`config.mk`:
```
export PLATFORM = sky130hd
export DESIGN_NAME = rc4_prga_decrypt_flat
export DESIGN_NICKNAME = d
export VERILOG_FILES = /design/src/rtl/rc4_pkg.sv /design/src/rtl/rc4_prga_decrypt_if.sv /design/src/rtl/rc4_char_check.sv /design/src/rtl/rc4_prga_decrypt.sv /design/src/flat_wrapper.sv
export SDC_FILE = /design/constraint.sdc
export NUM_CORES = 1
export LEC_CHECK = 0
export BUFFER_PORTS_ARGS = -buffer_cell sky130_fd_sc_hd__buf_2
export CAP_MARGIN = 40
export CELL_PAD_IN_SITES_DETAIL_PLACEMENT = 1
export CELL_PAD_IN_SITES_GLOBAL_PLACEMENT = 1
export CORE_MARGIN = 5
export CORE_UTILIZATION = 42
export DETAILED_ROUTE_END_ITERATION = 10
export PLACE_DENSITY = 0.82
export SYNTH_ARGS = -nofsm -noshare
export SYNTH_HDL_FRONTEND = slang
export SYNTH_SLANG_ARGS = --single-unit
```
`constraint.sdc`:
```
create_clock -name clk -period 2.3 [get_ports clk]
set_input_delay 0.345 -clock clk [delete_from_list [all_inputs] [get_ports clk]]
set_output_delay 0.345 -clock clk [all_outputs]
set_load 0.005 [all_outputs]
```
`src/rtl/rc4_pkg.sv`:
```
// rc4_pkg - shared types and constants for the RC4 decrypt stage.
//   state_e     : PRGA FSM state encoding
//   MSG_LEN_DEF : default message length in bytes
//   CHAR_*      : accepted plaintext range (lower-case letters and space)
package rc4_pkg;

    typedef enum logic [3:0] {
        S_IDLE,
        S_RD_SI,
        S_WAIT_SI,
        S_RD_SJ,
        S_WAIT_SJ,
        S_WR_SI,
        S_WR_SJ,
        S_RD_F,
        S_WAIT_F,
        S_WR_DEC,
        S_DONE
    } state_e;

    localparam int         MSG_LEN_DEF = 32;
    localparam logic [7:0] CHAR_LO     = 8'h61;
    localparam logic [7:0] CHAR_HI     = 8'h7A;
    localparam logic [7:0] CHAR_SP     = 8'h20;

endpackage

```
`src/rtl/rc4_prga_decrypt_if.sv`:
```
// rc4_prga_decrypt_if - router client port of the decrypt stage.
//   state_start/finish/fail : run handshake
//   decrypt_mem_handler     : router ownership request
//   address/data/wen/q_data : S memory port (registered-address read)
//   rom_address/rom_q       : encrypted message ROM
//   dec_address/dec_data/dec_wen : decrypted message RAM
// master = decrypt FSM, slave = router/memories.
interface rc4_prga_decrypt_if #(
    parameter int MSG_AW = 5
);
    logic              state_start;
    logic              finish;
    logic              fail;
    logic              decrypt_mem_handler;
    logic [7:0]        address;
    logic [7:0]        data;
    logic              wen;
    logic [7:0]        q_data;
    logic [MSG_AW-1:0] rom_address;
    logic [7:0]        rom_q;
    logic [MSG_AW-1:0] dec_address;
    logic [7:0]        dec_data;
    logic              dec_wen;

    modport master (
        input  state_start, q_data, rom_q,
        output finish, fail, decrypt_mem_handler, address, data, wen,
               rom_address, dec_address, dec_data, dec_wen
    );

    modport slave (
        output state_start, q_data, rom_q,
        input  finish, fail, decrypt_mem_handler, address, data, wen,
               rom_address, dec_address, dec_data, dec_wen
    );
endinterface

```
`src/rtl/rc4_char_check.sv`:
```
// rc4_char_check - combinational plaintext filter.
//   byte_i  : candidate plaintext byte
//   valid_o : 1 for 'a'..'z' or space
module rc4_char_check
    import rc4_pkg::*;
(
    input  logic [7:0] byte_i,
    output logic       valid_o
);
    assign valid_o = ((byte_i >= CHAR_LO) && (byte_i <= CHAR_HI)) ||
                     (byte_i == CHAR_SP);
endmodule

```
`src/rtl/rc4_prga_decrypt.sv`:
```
// rc4_prga_decrypt - RC4 PRGA + XOR decrypt stage.
// Walks the key-scheduled S array, produces one keystream byte per 9
// cycles, XORs it with the encrypted ROM and writes plaintext to RAM.
//   clk, reset_n : clock, synchronous active-low reset
//   bus          : rc4_prga_decrypt_if master (handshake + memory ports)
// Optional feature macro PRGA_VALID_CHECK_EN: abort with fail=1 on the
// first plaintext byte outside 'a'..'z'/space (that byte is still written).
module rc4_prga_decrypt
    import rc4_pkg::*;
#(
    parameter int MSG_LEN = MSG_LEN_DEF,
    parameter int MSG_AW  = 5
) (
    input  logic clk,
    input  logic reset_n,
    rc4_prga_decrypt_if.master bus
);
    localparam logic [MSG_AW:0] K_LAST = (MSG_AW+1)'(MSG_LEN - 1);

    state_e          state_q, state_d;
    logic [7:0]      i_q, i_d, j_q, j_d;
    logic [7:0]      si_q, si_d, sj_q, sj_d;
    logic [7:0]      f_q, f_d, m_q, m_d;     // keystream byte, ROM byte
    logic [MSG_AW:0] k_q, k_d;
    logic [7:0]      pt;

    assign pt = f_q ^ m_q;

`ifdef PRGA_VALID_CHECK_EN
    logic fail_q, fail_d, pt_ok;

    rc4_char_check u_chk (.byte_i(pt), .valid_o(pt_ok));

    always_ff @(posedge clk) begin
        if (!reset_n) fail_q <= 1'b0;
        else          fail_q <= fail_d;
    end
`endif

    always_ff @(posedge clk) begin
        if (!reset_n) begin
            state_q <= S_IDLE;
            i_q     <= '0;
            j_q     <= '0;
            si_q    <= '0;
            sj_q    <= '0;
            f_q     <= '0;
            m_q     <= '0;
            k_q     <= '0;
        end else begin
            state_q <= state_d;
            i_q     <= i_d;
            j_q     <= j_d;
            si_q    <= si_d;
            sj_q    <= sj_d;
            f_q     <= f_d;
            m_q     <= m_d;
            k_q     <= k_d;
        end
    end

    always_comb begin
        state_d = state_q;
        i_d     = i_q;
        j_d     = j_q;
        si_d    = si_q;
        sj_d    = sj_q;
        f_d     = f_q;
        m_d     = m_q;
        k_d     = k_q;
`ifdef PRGA_VALID_CHECK_EN
        fail_d  = fail_q;
`endif
        bus.finish              = 1'b0;
        bus.fail                = 1'b0;
        bus.decrypt_mem_handler = (state_q != S_IDLE);
        bus.address             = '0;
        bus.data                = '0;
        bus.wen                 = 1'b0;
        bus.rom_address         = '0;
        bus.dec_address         = '0;
        bus.dec_data            = '0;
        bus.dec_wen             = 1'b0;

        unique case (state_q)
            S_IDLE: begin
                if (bus.state_start) begin
                    i_d     = '0;
                    j_d     = '0;
                    k_d     = '0;
`ifdef PRGA_VALID_CHECK_EN
                    fail_d  = 1'b0;
`endif
                    state_d = S_RD_SI;
                end
            end
            S_RD_SI: begin
                bus.address = i_q + 8'd1;
                i_d         = i_q + 8'd1;
                state_d     = S_WAIT_SI;
            end
            S_WAIT_SI: begin
                si_d    = bus.q_data;
                state_d = S_RD_SJ;
            end
            S_RD_SJ: begin
                bus.address = j_q + si_q;
                j_d         = j_q + si_q;
                state_d     = S_WAIT_SJ;
            end
            S_WAIT_SJ: begin
                sj_d    = bus.q_data;
                state_d = S_WR_SI;
            end
            // Swap; when i==j both writes carry the same value, so no
            // ordering hazard exists.
            S_WR_SI: begin
                bus.address = i_q;
                bus.data    = sj_q;
                bus.wen     = 1'b1;
                state_d     = S_WR_SJ;
            end
            S_WR_SJ: begin
                bus.address = j_q;
                bus.data    = si_q;
                bus.wen     = 1'b1;
                state_d     = S_RD_F;
            end
            S_RD_F: begin
                bus.address     = si_q + sj_q;
                bus.rom_address = k_q[MSG_AW-1:0];
                state_d         = S_WAIT_F;
            end
            S_WAIT_F: begin
                f_d     = bus.q_data;
                m_d     = bus.rom_q;
                state_d = S_WR_DEC;
            end
            S_WR_DEC: begin
                bus.dec_address = k_q[MSG_AW-1:0];
                bus.dec_data    = pt;
                bus.dec_wen     = 1'b1;
                k_d             = k_q + 1'b1;
                state_d         = (k_q == K_LAST) ? S_DONE : S_RD_SI;
`ifdef PRGA_VALID_CHECK_EN
                if (!pt_ok) begin
                    fail_d  = 1'b1;
                    state_d = S_DONE;
                end
`endif
            end
            S_DONE: begin
                bus.finish = 1'b1;
`ifdef PRGA_VALID_CHECK_EN
                bus.fail   = fail_q;
`endif
                state_d    = S_IDLE;
            end
            default: state_d = S_IDLE;
        endcase
    end
endmodule
```
`src/flat_wrapper.sv`:
```
// flat-port wrapper written by rule: the top's interface ports become plain ports
module rc4_prga_decrypt_flat import rc4_pkg::*;
#(
    parameter int MSG_LEN = MSG_LEN_DEF,
    parameter int MSG_AW  = 5
)
  (clk, reset_n, bus_state_start, bus_q_data, bus_rom_q, bus_finish, bus_fail, bus_decrypt_mem_handler, bus_address, bus_data, bus_wen, bus_rom_address, bus_dec_address, bus_dec_data, bus_dec_wen);
  rc4_prga_decrypt_if #(.MSG_AW(MSG_AW)) bus_i ();
  input  logic clk;
  input  logic reset_n;
  input wire logic [$bits(bus_i.state_start)-1:0] bus_state_start;
  input wire logic [$bits(bus_i.q_data)-1:0] bus_q_data;
  input wire logic [$bits(bus_i.rom_q)-1:0] bus_rom_q;
  output wire logic [$bits(bus_i.finish)-1:0] bus_finish;
  output wire logic [$bits(bus_i.fail)-1:0] bus_fail;
  output wire logic [$bits(bus_i.decrypt_mem_handler)-1:0] bus_decrypt_mem_handler;
  output wire logic [$bits(bus_i.address)-1:0] bus_address;
  output wire logic [$bits(bus_i.data)-1:0] bus_data;
  output wire logic [$bits(bus_i.wen)-1:0] bus_wen;
  output wire logic [$bits(bus_i.rom_address)-1:0] bus_rom_address;
  output wire logic [$bits(bus_i.dec_address)-1:0] bus_dec_address;
  output wire logic [$bits(bus_i.dec_data)-1:0] bus_dec_data;
  output wire logic [$bits(bus_i.dec_wen)-1:0] bus_dec_wen;
  assign bus_i.state_start = bus_state_start;
  assign bus_i.q_data = bus_q_data;
  assign bus_i.rom_q = bus_rom_q;
  assign bus_finish = bus_i.finish;
  assign bus_fail = bus_i.fail;
  assign bus_decrypt_mem_handler = bus_i.decrypt_mem_handler;
  assign bus_address = bus_i.address;
  assign bus_data = bus_i.data;
  assign bus_wen = bus_i.wen;
  assign bus_rom_address = bus_i.rom_address;
  assign bus_dec_address = bus_i.dec_address;
  assign bus_dec_data = bus_i.dec_data;
  assign bus_dec_wen = bus_i.dec_wen;
  rc4_prga_decrypt #(.MSG_LEN(MSG_LEN), .MSG_AW(MSG_AW)) u_core (.clk(clk), .reset_n(reset_n), .bus(bus_i));
endmodule
```
# [Word-level counts from Yosys, hierarchy flattened]
# Cells that the tools add are included.
[word_totals] mem_bits_rw=0 latch_bits=0 out_inout_bits=39 reg_bits=58 rom_bits=0 memories=0
[op_classes] bitwise_logic=1 n_eq_ne=12 mux=16 n_shift=0 mul=0 div_mod_pow=0 reduce_logical=9 add_sub_neg=4 n_lt_le_gt_ge=0
[op_table] op="case mux 8 bit (2 select lines)" n=3
[op_table] op="case mux 4 bit (10 select lines)" n=1
[op_table] op="case mux 8 bit (5 select lines)" n=1
[op_table] op="adder 8 bit" n=2
[op_table] op="== test 4 x 3 -> 1 bit, second input constant" n=4
[op_table] op="2-to-1 mux 8 bit" n=2
[op_table] op="== test 4 bit, second input constant" n=3
[op_table] op="case mux 6 bit (2 select lines)" n=1
[op_table] op="2-to-1 mux 5 bit" n=2
[op_table] op="adder 8 x 1 -> 8 bit, second input constant" n=1
[op_table] op="== test 4 x 2 -> 1 bit, second input constant" n=2
[op_table] op="2-to-1 mux 4 bit" n=2
[op_table] op="bitwise XOR 8 bit" n=1
[op_table] op="adder 6 x 1 -> 6 bit, second input constant" n=1
[op_table] op="== test 6 x 5 -> 1 bit, second input constant" n=1
[op_table] op="2-to-1 mux 6 bit" n=1
[op_table] op="AND reduction 2 bit" n=3
[op_table] op="nonzero test 2 bit" n=3
[op_table] op="== test 4 x 1 -> 1 bit, second input constant" n=1
[op_table] op="logical NOT 4 bit" n=1
[op_table] op="nonzero test 4 bit" n=1
[op_table] op="2-to-1 mux 1 bit" n=3
[op_table] op="!= test 2 bit, second input constant" n=1
[op_table] op="OR reduction 2 bit" n=1

# [Logic depth before layout (Yosys ltp)]
[depth] word_depth=3 depth_mapped=9 depth_no_buf=8

# [Least setup slack after synthesis]
# Ideal clock, no wire load.
[synth_timing] path_kind="flip-flop to output port" startpoint="register u_core.si_q[1]" endpoint="output bus_address[7]" setup_slack_ns=0.142 path_buffers=0 stages_incl_launch_ff=7 arrival_time_ns=1.813 path_cell_list="dfxtp_1 -> ha_1 -> a211oi_1 -> nor4b_1 -> or4_1 -> o21ai_0 -> a211o_1"
[synth_between] elab_chain_cells=2 elab_cells_between_ends=3 classes_between="add/sub: 2; mux: 1"
[synth_rtl] element="start: declaration" line="rc4_prga_decrypt.sv:22" rtl="logic [7:0] si_q, si_d, sj_q, sj_d;"
[synth_rtl] element="start signal: assignment" line="rc4_prga_decrypt.sv:54" rtl="si_q <= si_d;"
[synth_rtl] element="adder 8 bit, on equally long branches" line="rc4_prga_decrypt.sv:130, rc4_prga_decrypt.sv:107"
[synth_rtl] element="case mux 8 bit (5 select lines) *" line="rc4_prga_decrypt.sv:85" rtl="unique case (state_q)"
[synth_rtl] element="end: declaration" line="flat_wrapper.sv:17" rtl="output wire logic [$bits(bus_i.address)-1:0] bus_address;"
# Every way passes the cells marked *; elsewhere a longest branch is shown, timed or not.

# [Worst setup path after layout]
[layout_timing] startpoint="register u_core.si_q[1]" endpoint="output bus_address[6]"
# Same word-level chain as after synthesis.

==> impl_metrics.json <==
{
  "coreArea_mm2": 0.008258,
  "die_x_um": 102.1,
  "muxShareOfSynthArea_pct": 0.5965,
  "start_util_pct": 43.18,
  "wl_per_cell_um": 21.24,
  "fmax_mhz": 363.4,
  "synth-xor-area-share_pct": 4.912,
  "gr-total-overflow": 0,
  "crit_fanout": 4,
  "highest_layer": "met4",
  "p_total_mw": 2.528,
  "dp.cells": 630,
  "synthCells": 448,
  "cts.clk_slew.worst_paths_ns": 0.07,
  "p_leak_nw": 1.961,
  "synth_edf_count": 0,
  "synth_nets": 485,
  "die_area_mm2": 0.01043,
  "synth-simple-area-share_pct": 25.51,
  "clk_path_buf_depth": 2,
  "grt_pass1_vias": 3943,
  "wl_met3_um": 787,
  "p_per_area_mw_per_mm2": 522.0,
  "hold_violations": 0,
  "io_pins": 58,
  "hold_path.class": "primary input to flip-flop",
  "drt-total-wl_um": 13970,
  "layout.nets": 585,
  "final_cell_area_mm2": 0.004843,
  "numClockSinks": 58,
  "insertion_delay_ns": 0.35,
  "rsz0062_at_grt": "true",
  "die_y_um": 102.1,
  "finalWorstSetupSlack_ns": -0.4517,
  "ys.flop_type": "dfxtp_1",
  "critical_path_arrival_ns": 2.41,
  "maxCapViolCount": 0,
  "r2r-start": "u_core.si_q[1]$_SDFFE_PN0P_",
  "ir_drop_mv": 0.3434,
  "synth.most_common_cell": "nand2_1",
  "vias": 3891,
  "hold_end": "u_core.m_q[3]$_SDFFE_PN0P_",
  "fin_skew_ns": 0.008974,
  "wl_met1_um": 5668,
  "dr_wl_met2_um": 7026,
  "num_antenna_cells": 0,
  "globalplace.congestion": 0.8895,
  "worstMarginPinSlew_ns": 0.6874,
  "critPathRequiredTime_ns": 1.96,
  "rows": 33,
  "final.period_utilization_pct": 119.6,
  "synth_compound_area_share_pct": 25.86,
  "grt_use_total_pct": 24.22,
  "rrSetupSlack_ns": 0.27,
  "period_needed_ns": 2.752,
  "drtIter0Drc": 238,
  "finalNonFillerCells": 658,
  "syn2layout_area_growth_pct": 35.82,
  "slew-limit-headroom_pct": 54.17,
  "synth.distinct_cells": 56,
  "drc": 0,
  "synth_top_area_cell": "dfxtp_1",
  "yosysWarnings": 0,
  "yosys.area.top_type_share_pct": 32.56,
  "drtAntennaViolNets": 0,
  "setup_viol": 6,
  "dpl_cell_area_mm2": 0.004184,
  "port-buffer-count": 56,
  "h-tree-depth": 3,
  "grt_max_degree": 42,
  "synth_common_cells": "nand2_1, dfxtp_1, a21boi_0",
  "crit_path_end_kind": "output pin",
  "cts_made_buffers": 9,
  "synthTopCellsByArea": "dfxtp_1, nand2_1, a21boi_0",
  "synthAdderAreaFrac_pct": 6.737,
  "criticalPathCategory": "flip-flop to output pin",
  "avgSynthCellArea_um2": 7.960,
  "min-delay-start": "bus_rom_q[3]",
  "hpwlAfterDp_um": 8588,
  "drtPass1Iterations": 5,
  "tritoncts": "done",
  "syn_area_mm2": 0.003566,
  "slew_viol_final": 0,
  "outcome": "complete, but fails checks",
  "r2r_end": "u_core.j_q[5]$_SDFFE_PN0P_",
  "min_path_cells": 3,
  "violations": "setup timing",
  "synth_top_family_by_area": "compound AO/OA/AOI/OAI gates",
  "drive_gt1_share_pct": 34.54,
  "yosysSeqAreaShare_pct": 32.56,
  "start_kind": "flip-flop",
  "synth_seq_cells": 58,
  "via_per_inst": 5.913,
  "antenna_found_initial": 0,
  "cts_root_buf": "clkbuf_8",
  "async_reset_ff_share_pct": 0,
  "ff2ff_path_depth": 9,
  "grt_pass1_wl_um": 19710
}
where the power goes:
part	switching (mW)	internal (mW)
Sequential	0.0270	1.02
Combinational	0.194	0.148
Clock	0.444	0.697
Total	0.664	1.86
logic make-up (layout without fill, tap and decap cells):
| kind of cell | after synthesis | count (layout) |
|---|---|---|
| muxes | 2 | 2 |
| and+or+nand+nor | 190 | 190 |
| adders and majority gates | 18 | 18 |
| other | 1 | 1 |
| buffers and inverters | 27 | 132 |
| DFF | 58 | 58 |
| xor gates and xnor gates | 20 | 20 |
| AOI/OAI and AO/OA | 132 | 132 |
repair_timing:
item	in CTS	in global routing
resized for setup	43	37
setup buffers	4	8
endpoints found under the setup margin	27	17
pin swaps	13	23
hold buffers	0	0
placed cells by master (no fill, tap or decap), drive strengths merged, types with 3 or more instances in the layout:
master  instances
buf           109
nand2          91
dfxtp          58
a21boi         41
nor2           29
a21oi          21
o21ai          17
ha             16
and2           15
xnor2          14
clkbuf         12
nor2b          10
o21a            9
a22o            9
nor3            9
nand3           8
inv             7
nand2b          7
xor2            6
a21o            5
or3             5
a211oi          5
a211o           4
and3            4
a22oi           4
a221o           3
o211ai          3
how the worst max path moves through the flow:
stage | end | from | slack, ns
finish | bus_address[6] | u_core.si_q[1]$_SDFFE_PN0P_ | -0.45
CTS | bus_address[6] | u_core.si_q[0]$_SDFFE_PN0P_ | -0.28
detailed placement | bus_address[7] | u_core.si_q[1]$_SDFFE_PN0P_ | -0.08
global placement | bus_address[7] | u_core.si_q[1]$_SDFFE_PN0P_ | -0.03
global route | bus_address[6] | u_core.si_q[1]$_SDFFE_PN0P_ | -0.51
floorplan | bus_address[7] | u_core.si_q[1]$_SDFFE_PN0P_ | 0.14
cell type report:
class                      count  area, µm²
tap                          105      131.4
clock buffer                  12      165.2
clock inverter                 4      72.57
timing repair buffer         109      689.4
multi-input combinational    363       2561
sequential                    58       1195
inverter                       7      28.78
fill                        1015       3415
critical path: stages, from the launching register on:
cell	delay (ns)
dfxtp_4	0.39
buf_6	0.14
fa_2	0.39
a211oi_2	0.32
o21bai_1	0.12
a21oi_1	0.20
xor2_1	0.09
o211ai_1	0.25
buf_2	0.17
metrics by stage:
step                      util (%)  setup TNS (ns)  worst slack [ns]  hold slack [ns]
after floorplan                  -               0            0.1421           0.4526
after global placement       50.67        -0.02843          -0.02843           0.4660
after detailed placement     50.67         -0.1458          -0.08145           0.4754
after CTS                    56.32          -1.589           -0.2836           0.2415
after global routing         58.65          -2.309           -0.5091           0.2370
final                        58.65          -1.725           -0.4517           0.2478
state kept, by name, summed over array words and instances (netlist names):
signal	flops
u_core.si_q	8
u_core.i_q	8
u_core.state_q	4
u_core.j_q	8
u_core.k_q	6
u_core.f_q	8
u_core.sj_q	8
u_core.m_q	8
routing by layer:
layer / vias to the layer above / GRT usage, %
li1: 1780 / -
met1: 1935 / 29.43
met2: 134 / 42.63
met3: 42 / 4.300
met4: 0 / 8.981
met5: - / 0
Power figures use the tool's default switching activity.
